**src/rtl/dt_pkg.sv**
```systemverilog
// ----------------------------------------------------------------------
// dt_pkg : geometry, widths and FSM encoding shared by the DT blocks
// Rev 1.0
// ----------------------------------------------------------------------
`default_nettype none

package dt_pkg;

  localparam int IMG_W     = 128;
  localparam int PIX_CNT   = 16384;
  localparam int WORD_BITS = 16;
  localparam int WORD_CNT  = 1024;

  localparam int RES_AW    = 14;
  localparam int STI_AW    = 10;
  localparam int PIX_W     = 8;
  localparam int BIT_IW    = 4;
  localparam int CNT_W     = RES_AW + 1;

  typedef enum logic [1:0] {
    ST_IDLE  = 2'd0,
    ST_READ  = 2'd1,
    ST_DRAIN = 2'd2,
    ST_DONE  = 2'd3
  } bp_state_t;

endpackage

`default_nettype wire

```
**src/rtl/dt_bitmap_pack_if.sv**
```systemverilog
// ----------------------------------------------------------------------
// dt_bitmap_pack_if : control, res-read and sti-write signals of the packer
// Rev 1.0
// ----------------------------------------------------------------------
`default_nettype none

interface dt_bitmap_pack_if;
  import dt_pkg::*;

  logic                 start;
  logic                 busy;
  logic                 done;
  logic                 res_rd;
  logic [RES_AW-1:0]    res_addr;
  logic [PIX_W-1:0]     res_di;
  logic                 sti_wr;
  logic [STI_AW-1:0]    sti_addr;
  logic [WORD_BITS-1:0] sti_do;
  logic [CNT_W-1:0]     obj_count;

  // master: the packing block itself, which drives both memory buses
  modport master (
    input  start, res_di,
    output busy, done, res_rd, res_addr, sti_wr, sti_addr, sti_do, obj_count
  );

  modport slave (
    output start, res_di,
    input  busy, done, res_rd, res_addr, sti_wr, sti_addr, sti_do, obj_count
  );

endinterface

`default_nettype wire

```
**src/rtl/dt_bit_packer.sv**
```systemverilog
// ----------------------------------------------------------------------
// dt_bit_packer : gathers serial object bits into 16-bit registered words
// Rev 1.0
// ----------------------------------------------------------------------
`default_nettype none

module dt_bit_packer
  import dt_pkg::*;
(
  input  wire logic                 clk,
  input  wire logic                 reset,
  input  wire logic                 i_bit,
  input  wire logic                 i_vld,
  input  wire logic [RES_AW-1:0]    i_idx,
  output logic                      o_vld,
  output logic [STI_AW-1:0]         o_idx,
  output logic [WORD_BITS-1:0]      o_word
);

  logic [WORD_BITS-1:0] r_pack;
  logic [WORD_BITS-1:0] r_word;
  logic [STI_AW-1:0]    r_idx;
  logic                 r_vld;
  logic [WORD_BITS-1:0] w_mask;

  assign w_mask = i_bit ? (WORD_BITS'(1) << i_idx[BIT_IW-1:0]) : '0;

  always_ff @(posedge clk) begin
    if (reset) begin
      r_pack <= '0;
      r_word <= '0;
      r_idx  <= '0;
      r_vld  <= 1'b0;
    end else begin
      // write outputs stay zero except in the single write cycle
      r_vld  <= 1'b0;
      r_word <= '0;
      r_idx  <= '0;
      if (i_vld) begin
        if (&i_idx[BIT_IW-1:0]) begin
          r_vld  <= 1'b1;
          r_word <= r_pack | w_mask;
          r_idx  <= i_idx[RES_AW-1:BIT_IW];
          r_pack <= '0;
        end else begin
          r_pack <= r_pack | w_mask;
        end
      end
    end
  end

  assign o_vld  = r_vld;
  assign o_idx  = r_idx;
  assign o_word = r_word;

endmodule

`default_nettype wire

```
**src/rtl/dt_bitmap_pack.sv**
```systemverilog
// ----------------------------------------------------------------------
// dt_bitmap_pack : re-binarises the 8-bit res map into the packed sti bitmap
// Rev 1.0
// ----------------------------------------------------------------------
`default_nettype none

module dt_bitmap_pack
  import dt_pkg::*;
#(
  parameter logic [PIX_W-1:0] THRESH = 8'd1
) (
  input  wire logic        clk,
  input  wire logic        reset,
  dt_bitmap_pack_if.master bus
);

  localparam logic [RES_AW-1:0] c_last_pix = RES_AW'(PIX_CNT - 1);

  bp_state_t          r_state;
  logic [RES_AW-1:0]  r_ptr;
  logic [RES_AW-1:0]  r_smp_idx;
  logic               r_rd;
  logic               r_smp_vld;
  logic               r_busy;
  logic               r_done;
  logic               r_drain;
  logic [CNT_W-1:0]   r_count;
  logic               w_bit;

  assign w_bit = (bus.res_di >= THRESH);

  always_ff @(posedge clk) begin
    if (reset) begin
      r_state   <= ST_IDLE;
      r_ptr     <= '0;
      r_smp_idx <= '0;
      r_rd      <= 1'b0;
      r_smp_vld <= 1'b0;
      r_busy    <= 1'b0;
      r_done    <= 1'b0;
      r_drain   <= 1'b0;
      r_count   <= '0;
    end else begin
      r_done    <= 1'b0;
      // read data returns one cycle after the strobe
      r_smp_vld <= r_rd;
      r_smp_idx <= r_ptr;

      if (r_state == ST_IDLE && bus.start) begin
        r_count <= '0;
      end else if (r_smp_vld && w_bit) begin
        r_count <= r_count + 1'b1;
      end

      case (r_state)
        ST_IDLE: begin
          if (bus.start) begin
            r_state <= ST_READ;
            r_rd    <= 1'b1;
            r_ptr   <= '0;
            r_busy  <= 1'b1;
          end
        end
        ST_READ: begin
          if (r_ptr == c_last_pix) begin
            // pointer parks at zero so res_addr reads 0 while idle
            r_state <= ST_DRAIN;
            r_rd    <= 1'b0;
            r_ptr   <= '0;
            r_drain <= 1'b0;
          end else begin
            r_ptr <= r_ptr + 1'b1;
          end
        end
        ST_DRAIN: begin
          if (r_drain) begin
            r_state <= ST_DONE;
            r_done  <= 1'b1;
          end else begin
            r_drain <= 1'b1;
          end
        end
        ST_DONE: begin
          r_state <= ST_IDLE;
          r_busy  <= 1'b0;
        end
        default: r_state <= ST_IDLE;
      endcase
    end
  end

  dt_bit_packer u_packer (
    .clk    (clk),
    .reset  (reset),
    .i_bit  (w_bit),
    .i_vld  (r_smp_vld),
    .i_idx  (r_smp_idx),
    .o_vld  (bus.sti_wr),
    .o_idx  (bus.sti_addr),
    .o_word (bus.sti_do)
  );

  assign bus.busy      = r_busy;
  assign bus.done      = r_done;
  assign bus.res_rd    = r_rd;
  assign bus.res_addr  = r_ptr;
  assign bus.obj_count = r_count;

endmodule

`default_nettype wire

```
**src/flat_wrapper.sv**
```systemverilog
// flat-port wrapper written by rule: the top's interface ports become plain ports
module dt_bitmap_pack_flat import dt_pkg::*;
#(
  parameter logic [PIX_W-1:0] THRESH = 8'd1
)
  (clk, reset, bus_start, bus_res_di, bus_busy, bus_done, bus_res_rd, bus_res_addr, bus_sti_wr, bus_sti_addr, bus_sti_do, bus_obj_count);
  dt_bitmap_pack_if bus_i ();
  input  wire logic clk;
  input  wire logic reset;
  input wire logic [$bits(bus_i.start)-1:0] bus_start;
  input wire logic [$bits(bus_i.res_di)-1:0] bus_res_di;
  output wire logic [$bits(bus_i.busy)-1:0] bus_busy;
  output wire logic [$bits(bus_i.done)-1:0] bus_done;
  output wire logic [$bits(bus_i.res_rd)-1:0] bus_res_rd;
  output wire logic [$bits(bus_i.res_addr)-1:0] bus_res_addr;
  output wire logic [$bits(bus_i.sti_wr)-1:0] bus_sti_wr;
  output wire logic [$bits(bus_i.sti_addr)-1:0] bus_sti_addr;
  output wire logic [$bits(bus_i.sti_do)-1:0] bus_sti_do;
  output wire logic [$bits(bus_i.obj_count)-1:0] bus_obj_count;
  assign bus_i.start = bus_start;
  assign bus_i.res_di = bus_res_di;
  assign bus_busy = bus_i.busy;
  assign bus_done = bus_i.done;
  assign bus_res_rd = bus_i.res_rd;
  assign bus_res_addr = bus_i.res_addr;
  assign bus_sti_wr = bus_i.sti_wr;
  assign bus_sti_addr = bus_i.sti_addr;
  assign bus_sti_do = bus_i.sti_do;
  assign bus_obj_count = bus_i.obj_count;
  dt_bitmap_pack #(.THRESH(THRESH)) u_core (.clk(clk), .reset(reset), .bus(bus_i));
endmodule
```
**config.mk**
```make
export PLATFORM = sky130hd
export DESIGN_NAME = dt_bitmap_pack_flat
export DESIGN_NICKNAME = d
export VERILOG_FILES = /design/src/rtl/dt_pkg.sv /design/src/rtl/dt_bitmap_pack_if.sv /design/src/rtl/dt_bit_packer.sv /design/src/rtl/dt_bitmap_pack.sv /design/src/flat_wrapper.sv
export SDC_FILE = /design/constraint.sdc
export NUM_CORES = 1
export LEC_CHECK = 0
export BUFFER_PORTS_ARGS = -buffer_cell sky130_fd_sc_hd__clkbuf_2
export CAP_MARGIN = 20
export CELL_PAD_IN_SITES_DETAIL_PLACEMENT = 1
export CELL_PAD_IN_SITES_GLOBAL_PLACEMENT = 1
export CORE_MARGIN = 3
export CORE_UTILIZATION = 40
export CTS_BUF_LIST = sky130_fd_sc_hd__clkbuf_8
export CTS_CLUSTER_DIAMETER = 80
export DETAILED_ROUTE_END_ITERATION = 7
export GPL_ROUTABILITY_DRIVEN = 0
export PLACE_DENSITY = 0.85
export SETUP_SLACK_MARGIN = 0.3
export SYNTH_ARGS = -nofsm -noshare
export SYNTH_HDL_FRONTEND = slang
export SYNTH_HIERARCHICAL = 1
export SYNTH_SLANG_ARGS = --single-unit
```
**constraint.sdc**
```tcl
create_clock -name clk -period 5.4 [get_ports clk]
set_input_delay 0.27 -clock clk [delete_from_list [all_inputs] [get_ports clk]]
set_output_delay 0.27 -clock clk [all_outputs]
set_load 0.1 [all_outputs]
```
==> impl_metrics.csv, run 1 <==
group,metric,value,unit
timing,final.setup_skew,0.0125,ns
clock_network,cts_tree,"yes",
synthesis,synth-compound-area-share,13.2,%
timing,worst-slew-pin-transition,1.02,ns
timing,max_freq,418,MHz
clock_network,clockBufferDepth,2,
job,max_cap_violations,0,
timing,fin_crit_sh,44.3,%
clock_network,insertion_delay,0.35,ns
global_routing,grt_pass1_vias,2998,
die,fp.dieW,101,µm
global_routing,grt_antenna_before_repair,0,
timing,setup_slack,3.01,ns
setup_path,path_max_fanout,12,
synthesis,yosysWarnings,6,
die,coreArea,8760,µm²
synthesis,synth.area.top_cells,"dfxtp_1 52%, a21oi_1 5.7%, nor2_1 4.9%, nor2b_1 2.4%, ha_1 2.1%",
die,die_h,101,µm
detailed_routing,num_vias,2922,
detailed_routing,drc,0,
cells_and_area,postLayoutCellArea,4150,µm²
placement,place_ws,3.00,ns
synthesis,syn_area_per_cell,9.44,µm²
placement,hpwl,6150,µm
clock_network,cts.clk_slew.worst_paths,0.09,ns
detailed_routing,drtAntennaViolNets,0,
synthesis,synthCells,383,
synthesis,yosysTopAreaCell,"dfxtp_1",
detailed_routing,vias_per_cell,5.27,
detailed_routing,wire_per_inst,15.2,µm
cells_and_area,drive_above_1_share,21.3,%
clock_network,cts_resized,0,
setup_path,worst_setup_path_start_kind,"register",
setup_path,startpoint,"u_core/bus.res_addr[0]",
synthesis,synth.distinct_cells,50,
timing,hold_viol,0,
clock_network,clock-sinks,93,
synthesis,synthMuxAreaShare,1.52,%
detailed_routing,dr.pass1.iters,4,
clock_network,htreeDepth,3,
synthesis,synth_top_area_share,51.5,%
global_routing,overflow,0,
synthesis,synthesis.area,3610,µm²
synthesis,ys_seq_area_share,51.5,%
cells_and_area,syn2layout_area_growth,14.8,%
cells_and_area,finish.net_count,458,
die,rows,34,
outcome,outcome,"finished clean",
setup_path,worstSetupPathType,"register to register",
hold_path,min_from,"bus_start",
synthesis,yosys.area_share.adder,2.08,%
clock_network,cts_hold_buf,0,
timing,rsz0062_at_grt,"false",
timing,drv_slew,0,
timing,tns,0,ns
synthesis,ys_seq_elements,93,
power,worst_ir_drop_vdd,0.000314,V
synthesis,yosys.area_share.simple,24.0,%
setup_path,crit-reg2reg-launch,"u_core/bus.res_addr[0]",
die,ios,70,
global_routing,grt_max_degree,43,
setup_path,cp-end-kind,"register",
setup_path,cp.required,5.59,ns
placement,placed_area,3970,µm²
detailed_routing,drt_wl_total,8400,µm
timing,setup_violations,0,
die,initial_core_util,41.2,%
clock_network,cts_inserted_buffers,9,
timing,relSlewSlack,31.7,%
setup_path,arrival,2.58,ns
synthesis,syn-num-nets,400,
clock_network,cts-root-buf,"clkbuf_8",
hold_path,hold_class,"input port to register",
cells_and_area,insertedDiodeCount,0,
placement,port_buffers,69,
die,die_area,10200,µm²
synthesis,synth_xor_area_share,3.15,%
clock_network,post-cts-setup-buffers,0,
global_routing,grt_pass1_wl,14100,µm
timing,fin_crit,2.39,ns
power,p_total,1.45,mW
synthesis,synth_top_family_by_area,"simple AND/OR/NAND/NOR gates",
detailed_routing,drtIter0Drc,160,
global_routing,grt_usage,17.3,%
power,power.density,350,nW/µm²
power,power_leakage,1.64,nW
layer usage:
layer / wire, µm / GRT usage [%] / up-vias
li1: - / - / 1452
met1: 3560 / 19.9 / 1403
met2: 4430 / 31.0 / 54
met3: 270 / 4.29 / 13
met4: 144 / 5.62 / 0
met5: 0 / 0 / -
where the power goes:
| part | switching [mW] | leakage, nW | internal [mW] | total [mW] |
|---|---|---|---|---|
| Combinational | 0.220 | 0.807 | 0.0799 | 0.300 |
| Clock | 0.244 | 0.0832 | 0.169 | 0.412 |
| Sequential | 0.0307 | 0.750 | 0.710 | 0.740 |
sequential cells by signal, summed over array words and instances, names as in the netlist:
register	cells
u_core/r_state	2
u_core/u_packer/o_word	16
u_core/bus.res_addr	14
u_core/u_packer/o_idx	10
u_core/u_packer/o_vld	1
u_core/r_smp_idx	14
u_core/bus.res_rd	1
u_core/bus.done	1
u_core/u_packer/r_pack	16
u_core/r_drain	1
u_core/bus.obj_count	15
u_core/bus.busy	1
u_core/r_smp_vld	1
final timing paths:
path	end	slack (ns)	cells past startpoint
max	u_core/bus.res_addr[11]	3.01	5
min	u_core/bus.res_rd	0.29	3
max reg2reg	u_core/bus.res_addr[11]	3.01	5
min reg2reg	u_core/u_packer/o_idx[2]	0.43	1
placed cells by master, fill, tap and decap left out, types with 3 or more instances in the layout:
cell type and n:
nor2b_1 14, nand4_1 6, o21ai_0 7, o2111ai_1 3
xor2_1 7, or3_1 9, ha_1 6, mux2i_1 3
or4_1 10, xnor2_1 6, nor2_1 47, inv_1 11
dfxtp_1 93, o31ai_1 5, clkbuf_2 69, clkinvlp_4 3
and4_1 3, nand2_1 13, clkbuf_8 9, a21oi_1 41
nand3_1 7, and2_1 11, o211ai_1 3, nand2b_1 5
and3b_1 4, nor3_1 11, a31oi_1 4, and3_1 3
a211oi_1 4, o21ai_1 6
metrics by stage:
step / utilization, % / hold WS [ns] / instances
after global placement: 45.3 / 0.411 / 538
after detailed placement: 45.3 / 0.412 / 538
after CTS: 47.3 / 0.269 / 554
after floorplan: - / 0.406 / 383
after global routing: 47.3 / 0.296 / 554
final: 47.3 / 0.293 / 554
worst max-delay path, cell delays in order (launching register included):
cell      delay (ns)
dfxtp_1         0.44
ha_1            0.25
nand3_1         0.11
or4_1           0.48
a21oi_1         0.84
a211oi_1        0.11
synthesized netlist by cell type (all sizes together):
library cell,instances
mux2i,4
nand3,7
or3,9
and3b,4
o21ai,13
nor2,47
a31o,1
mux2,1
a211oi,6
or4,11
a21boi,2
clkbuf,10
a31oi,4
nand4,7
nand2,13
xor2,7
and3,4
o311ai,1
and4,3
a21oi,41
or2,1
nor4,1
dfxtp,93
o211ai,3
nor3,11
and2,11
nor4b,1
and2b,1
xnor2,6
inv,11
nand4b,1
o2111ai,3
nand2b,5
nor2b,14
buf,12
ha,6
o31ai,5
nor3b,3
layout make-up:
| cell class | instances | area [µm²] |
|---|---|---|
| Fill cell | 1056 | 4610 |
| Timing Repair Buffer | 69 | 345 |
| Clock buffer | 9 | 124 |
| Tap cell | 108 | 135 |
| Sequential cell | 93 | 1860 |
| Clock inverter | 7 | 52.6 |
| Inverter | 11 | 41.3 |
| Multi-Input combinational cell | 257 | 1590 |
kinds of logic after synthesis:
logic type / Yosys count
AO/OA/AOI/OAI: 79
flip-flops: 93
buffers and inverters: 33
XOR/XNOR: 13
AND/OR/NAND/NOR: 154
adder cells (fa/ha/maj): 6
multiplexers: 5
No activity file was read; power rests on OpenSTA's default activity.
==> run 2: changes to the inputs <==
--- a/config.mk
+++ b/config.mk
@@ -10,12 +10,12 @@
 export CELL_PAD_IN_SITES_DETAIL_PLACEMENT = 1
 export CELL_PAD_IN_SITES_GLOBAL_PLACEMENT = 1
 export CORE_MARGIN = 3
-export CORE_UTILIZATION = 40
+export CORE_UTILIZATION = 39
 export CTS_BUF_LIST = sky130_fd_sc_hd__clkbuf_8
 export CTS_CLUSTER_DIAMETER = 80
 export DETAILED_ROUTE_END_ITERATION = 7
 export GPL_ROUTABILITY_DRIVEN = 0
-export PLACE_DENSITY = 0.85
+export PLACE_DENSITY = 0.87
 export SETUP_SLACK_MARGIN = 0.3
 export SYNTH_ARGS = -nofsm -noshare
 export SYNTH_HDL_FRONTEND = slang
==> constraint.sdc (replaced) <==
create_clock -name clk -period 2 [get_ports clk]
set_input_delay 0.1 -clock clk [delete_from_list [all_inputs] [get_ports clk]]
set_output_delay 0.1 -clock clk [all_outputs]
set_load 0.1 [all_outputs]
==> run 2 against run 1 <==
Net effect: flip-flop and latch count unchanged; clock-buffer cell count stayed put; largest power group unchanged; utilization increased by 4.6 points.
==> impl_metrics.csv, run 2 (synthesis results as in run 1) <==
group,metric,value,unit
clock_network,cts.clk_slew.worst_paths,0.09,ns
clock_network,insertion_delay,0.36,ns
setup_path,arrival,2.26,ns
timing,tns,0,ns
detailed_routing,drtIter0Drc,83,
cells_and_area,final_cell_mix,"69 x clkbuf_2, 62 x dfxtp_1, 47 x nor2_1, 39 x a21oi_1, 26 x dfxtp_4",
die,ios,70,
timing,fin_crit_sh,99.4,%
detailed_routing,drt_wl_total,9650,µm
cells_and_area,insertedDiodeCount,0,
die,initial_core_util,40.9,%
timing,final.setup_skew,0.00952,ns
die,coreArea,8850,µm²
clock_network,cts_tree,"yes",
timing,fin_crit,1.99,ns
clock_network,cts_inserted_buffers,9,
global_routing,grt_pass1_wl,14800,µm
detailed_routing,drc,0,
cells_and_area,drive_above_1_share,36.5,%
die,rows,34,
placement,dp_cells,548,
global_routing,grt_max_degree,25,
placement,hpwl,6360,µm
setup_path,rrSetupSlack,0.01,ns
power,worst_ir_drop_vdd,0.000699,V
die,die_h,102,µm
cells_and_area,layout_commonest_cell,"clkbuf_2",
setup_path,cp-end-kind,"register",
die,die_area,10500,µm²
clock_network,htreeDepth,3,
timing,whs,0.193,ns
setup_path,worstSetupPathType,"register to register",
detailed_routing,dr.pass1.iters,4,
global_routing,overflow,0,
setup_path,path_max_fanout,3,
power,power.density,939,nW/µm²
timing,drv_slew,0,
timing,worst-slew-pin-transition,0.613,ns
power,power_leakage,1.82,nW
cells_and_area,syn2layout_area_growth,27.1,%
detailed_routing,vias_per_cell,5.31,
global_routing,grt_antenna_before_repair,0,
timing,max_freq,503,MHz
die,fp.dieW,102,µm
cells_and_area,instances_no_fill,576,
timing,setup_violations,0,
detailed_routing,num_vias,3058,
timing,hold_viol,0,
global_routing,grt_pass1_vias,3019,
cells_and_area,final_util,51.9,%
cells_and_area,finish.net_count,480,
setup_path,worst_setup_path_start_kind,"register",
clock_network,clockBufferDepth,2,
detailed_routing,drtAntennaViolNets,0,
clock_network,clock-sinks,93,
timing,rsz0062_at_grt,"true",
hold_path,hold_class,"input port to register",
clock_network,cts_hold_buf,0,
timing,relSlewSlack,58.8,%
outcome,outcome,"finished clean",
detailed_routing,wire_per_inst,16.8,µm
job,max_cap_violations,0,
global_routing,grt_usage,18.1,%
placement,port_buffers,69,
power,p_total,4.31,mW
clock_network,cts-root-buf,"clkbuf_8",
setup_path,cp.required,2.27,ns
==> run 2: cell types whose count changed in the layout (fill, tap and decap cells not counted), sizes merged <==
| cell | previous run | this run |
|---|---|---|
| clkinvlp | 3 | 1 |
| buf | 0 | 22 |
| clkinv | 2 | 4 |
==> run 2: path summary, 6_finish.rpt <==
kind                        startpoint                        to  cells past startpoint
setup / recovery     u_core/r_state[0]   u_core/bus.res_addr[10]                      6
setup reg to reg     u_core/r_state[0]   u_core/bus.res_addr[10]                      6
hold / removal               bus_start         u_core/bus.res_rd                      3
hold reg to reg   u_core/r_smp_idx[12]  u_core/u_packer/o_idx[8]                      1
==> run 2: final cells by class <==
| type | count | area [µm²] |
|---|---|---|
| Sequential cell | 93 | 1970 |
| Tap cell | 108 | 135 |
| Clock inverter | 7 | 48.8 |
| Inverter | 11 | 46.3 |
| Fill cell | 1038 | 4260 |
| Clock buffer | 9 | 124 |
| Timing Repair Buffer | 91 | 529 |
| Multi-Input combinational cell | 257 | 1740 |
==> run 2: worst max-delay path, cell delays in order, from the launching register on <==
cell      delay (ns)
dfxtp_2         0.37
inv_4           0.06
ha_4            0.17
mux2i_4         0.19
or4_4           0.51
or3_4           0.39
a211oi_2        0.22
==> run 2: per-stage QoR <==
stage	setup slack (ns)	cell area, µm²
floorplan	-0.0688	3770
global placement	0.111	4190
detailed placement	0.0120	4190
CTS	0.0786	4440
global route	-0.0221	4590
finish	0.0111	4590
==> run 2: repair_timing <==
item	CTS	global route
pin swaps	5	10
gates resized for setup	12	22
buffers inserted	4	7
gates cloned	1	0
setup endpoints to repair	15	31
==> run 2: routing by layer <==
metal,part of all wire (%),global-route usage (%),vias to the layer above
li1,-,-,1502
met1,43,22.1,1486
met2,52,31.9,60
met3,3.7,3.89,10
met4,0.96,5.25,0
met5,0,0,-
==> run 2: power breakdown <==
group,total [mW],switching [mW],internal (mW)
clock network,1.13,0.678,0.455
registers,1.99,0.0890,1.90
logic,1.19,0.748,0.442
total,4.31,1.51,2.80
==> run 3: changes to the inputs <==
--- a/config.mk
+++ b/config.mk
@@ -14,10 +14,8 @@
 export CTS_BUF_LIST = sky130_fd_sc_hd__clkbuf_8
 export CTS_CLUSTER_DIAMETER = 80
 export DETAILED_ROUTE_END_ITERATION = 7
-export GPL_ROUTABILITY_DRIVEN = 0
 export PLACE_DENSITY = 0.87
 export SETUP_SLACK_MARGIN = 0.3
 export SYNTH_ARGS = -nofsm -noshare
 export SYNTH_HDL_FRONTEND = slang
-export SYNTH_HIERARCHICAL = 1
 export SYNTH_SLANG_ARGS = --single-unit
==> run 3 against run 2 <==
Net effect: cell count shrank 0.69%; cell area grew 0.54%; fmax grew 5.0%; die area shrank 1.5%; utilization grew 0.53 points; flip-flop and latch count is the same; clock power grew 4%; synthesized cell count shrank 4.4%; global-route usage grew 0.36 points; sequential share of layout area shrank 0.48 points; wire length shrank 0.55%; critical endpoint is now u_core.r_state[1].
==> impl_metrics.csv, run 3 <==
group,metric,value,unit
detailed_routing,num_vias,3080,
cells_and_area,final_util,52.4,%
clock_network,insertion_delay,0.36,ns
setup_path,crit_buf_inv,1,
synthesis,syn-num-nets,383,
synthesis,async_reset_ff_share,0,%
hold_path,hold_class,"input port to register",
setup_path,path_max_fanout,4,
synthesis,synthMuxAreaShare,0.879,%
detailed_routing,drtAntennaViolNets,0,
setup_path,cp.required,2.29,ns
timing,final.setup_skew,0.00744,ns
setup_path,cp-end-kind,"register",
die,ios,70,
synthesis,synth_top_area_share,52.3,%
synthesis,synth.most_common_cell,"dfxtp_1",
timing,max_freq,528,MHz
timing,drv_slew,0,
clock_network,cts.clk_slew.worst_paths,0.09,ns
cells_and_area,final_cell_mix,"69 x clkbuf_2, 63 x dfxtp_1, 43 x nor2_1, 28 x buf_4, 26 x o21a_1",
clock_network,clock-sinks,93,
synthesis,synthCells,366,
timing,setup_slack,0.105,ns
timing,setup_violations,0,
setup_path,worst_setup_path_start_kind,"register",
synthesis,synth_xor_area_share,3.69,%
timing,fin_crit_sh,94.7,%
clock_network,cts-root-buf,"clkbuf_8",
placement,place_ws,0.0856,ns
outcome,outcome,"finished clean",
timing,worst-slew-pin-transition,0.605,ns
job,max_cap_violations,0,
setup_path,arrival,2.18,ns
cells_and_area,layout_commonest_cell,"clkbuf_2",
detailed_routing,wire_per_inst,16.8,µm
cells_and_area,finish.net_count,476,
cells_and_area,postLayoutCellArea,4620,µm²
timing,tns,0,ns
synthesis,syn_area_per_cell,9.72,µm²
synthesis,ys_seq_elements,93,
die,fp.dieW,102,µm
placement,hpwl,6690,µm
clock_network,htreeDepth,3,
clock_network,clockBufferDepth,2,
cells_and_area,fillers,1018,
power,power_leakage,1.87,nW
synthesis,synth.top_cells.by_count,"93 x dfxtp_1, 43 x nor2_1, 26 x o21a_1",
timing,rsz0062_at_grt,"true",
placement,port_buffers,69,
setup_path,cp_slowest_cell,"o41ai_4",
global_routing,grt_pass1_wl,15000,µm
timing,relSlewSlack,59.6,%
synthesis,synth.distinct_cells,50,
setup_path,path_cells,"ha_4 > nand4_1 > o41ai_4 > buf_4 > o211a_1 > mux2i_1",
setup_path,path_delay_family,"compound AO/OA/AOI/OAI gates",
synthesis,synthesis.area,3560,µm²
cells_and_area,insertedDiodeCount,0,
synthesis,synth_top_family_by_area,"simple AND/OR/NAND/NOR gates",
global_routing,grt_max_degree,20,
clock_network,cts_tree,"yes",
synthesis,synth.area.top_cells,"dfxtp_1 52%, o21a_1 5.5%, nor2_1 4.5%, and2_1 2.5%, and4_1 2.2%",
detailed_routing,drt_wl_total,9600,µm
clock_network,cts_inserted_buffers,9,
die,die_h,102,µm
synthesis,yosys.area_share.adder,2.11,%
cells_and_area,drive_above_1_share,36.2,%
die,die_area,10300,µm²
synthesis,synth_ff_type,"dfxtp_1",
detailed_routing,dr.pass1.iters,4,
die,initial_core_util,40.4,%
global_routing,overflow,0,
detailed_routing,drc,0,
power,worst_ir_drop_vdd,0.00108,V
global_routing,grt_usage,18.4,%
power,power.density,936,nW/µm²
timing,hold_viol,0,
timing,fin_crit,1.89,ns
detailed_routing,vias_per_cell,5.38,
setup_path,worstSetupPathType,"register to register",
placement,placed_area,4220,µm²
cells_and_area,syn2layout_area_growth,29.8,%
die,rows,34,
setup_path,critPathMaxStageDelay,0.48,ns
power,p_total,4.32,mW
synthesis,yosysWarnings,0,
synthesis,yosysTopAreaCell,"dfxtp_1",
global_routing,grt_antenna_before_repair,0,
global_routing,grt_pass1_vias,3103,
placement,gp_congestion,0.851,
synthesis,yosys.area_share.simple,23.3,%
synthesis,synth_edf_count,0,
die,coreArea,8810,µm²
synthesis,synth-compound-area-share,15.0,%
synthesis,ys_seq_area_share,52.3,%
detailed_routing,drtIter0Drc,81,
==> run 3: final timing paths <==
check	start	end	slack (ns)	cells after the start
worst min-delay path	reset	u_core.r_smp_idx[9]	0.19	2
worst min register to register	u_core.r_smp_idx[10]	u_core.u_packer.o_idx[6]	0.43	1
worst max register to register	u_core.bus.res_addr[1]	u_core.r_state[1]	0.11	6
worst max-delay path	u_core.bus.res_addr[1]	u_core.r_state[1]	0.11	6
==> run 3: metal layers <==
metal  track usage (%)  up-vias  part of all wire (%)  routed length [µm]
li1                  -     1480                     -                   -
met1              22.1     1494                    42                4000
met2              32.2       86                    52                5030
met3              3.37       20                   4.0                 385
met4              7.87        0                   1.9                 184
met5                 0        -                     0                   0
==> run 3: final cells by class <==
type / instances / area (µm²) / share of cell area, %
clock buffers: 11 / 151 / 3.28
clock inverters: 5 / 33.8 / 0.732
inverters: 8 / 32.5 / 0.704
multi-input cells: 249 / 1740 / 37.8
flip-flops and latches: 93 / 1950 / 42.3
well taps: 108 / 135 / 2.93
repair buffers: 98 / 567 / 12.3
==> run 3: kinds of logic after synthesis <==
logic type                 after synthesis
buffers and inverters                   24
AOI/OAI and AO/OA                       74
DFF                                     93
and+or+nand+nor                        151
muxes                                    3
xor gates and xnor gates                15
adders and majority gates                6
==> run 3: timing repair <==
item                                    CTS  global route
gates resized for setup                   9            11
hold buffers                              0             0
hold endpoints to repair                  0             0
pin swaps                                 6            10
endpoints found under the setup margin   12            33
buffers inserted                          7             8
==> run 3: where the power goes <==
part | internal, mW | switching [mW] | leakage (nW)
clock network | 0.522 | 0.647 | 0.102
registers | 1.91 | 0.0834 | 0.772
logic | 0.445 | 0.711 | 1.00
total | 2.88 | 1.44 | 1.87
==> run 3: per-stage QoR <==
stage               cells  hold WS, ns
finish                572        0.187
CTS                   564        0.177
global route          572        0.215
global placement      541        0.410
floorplan             366        0.301
detailed placement    541        0.417
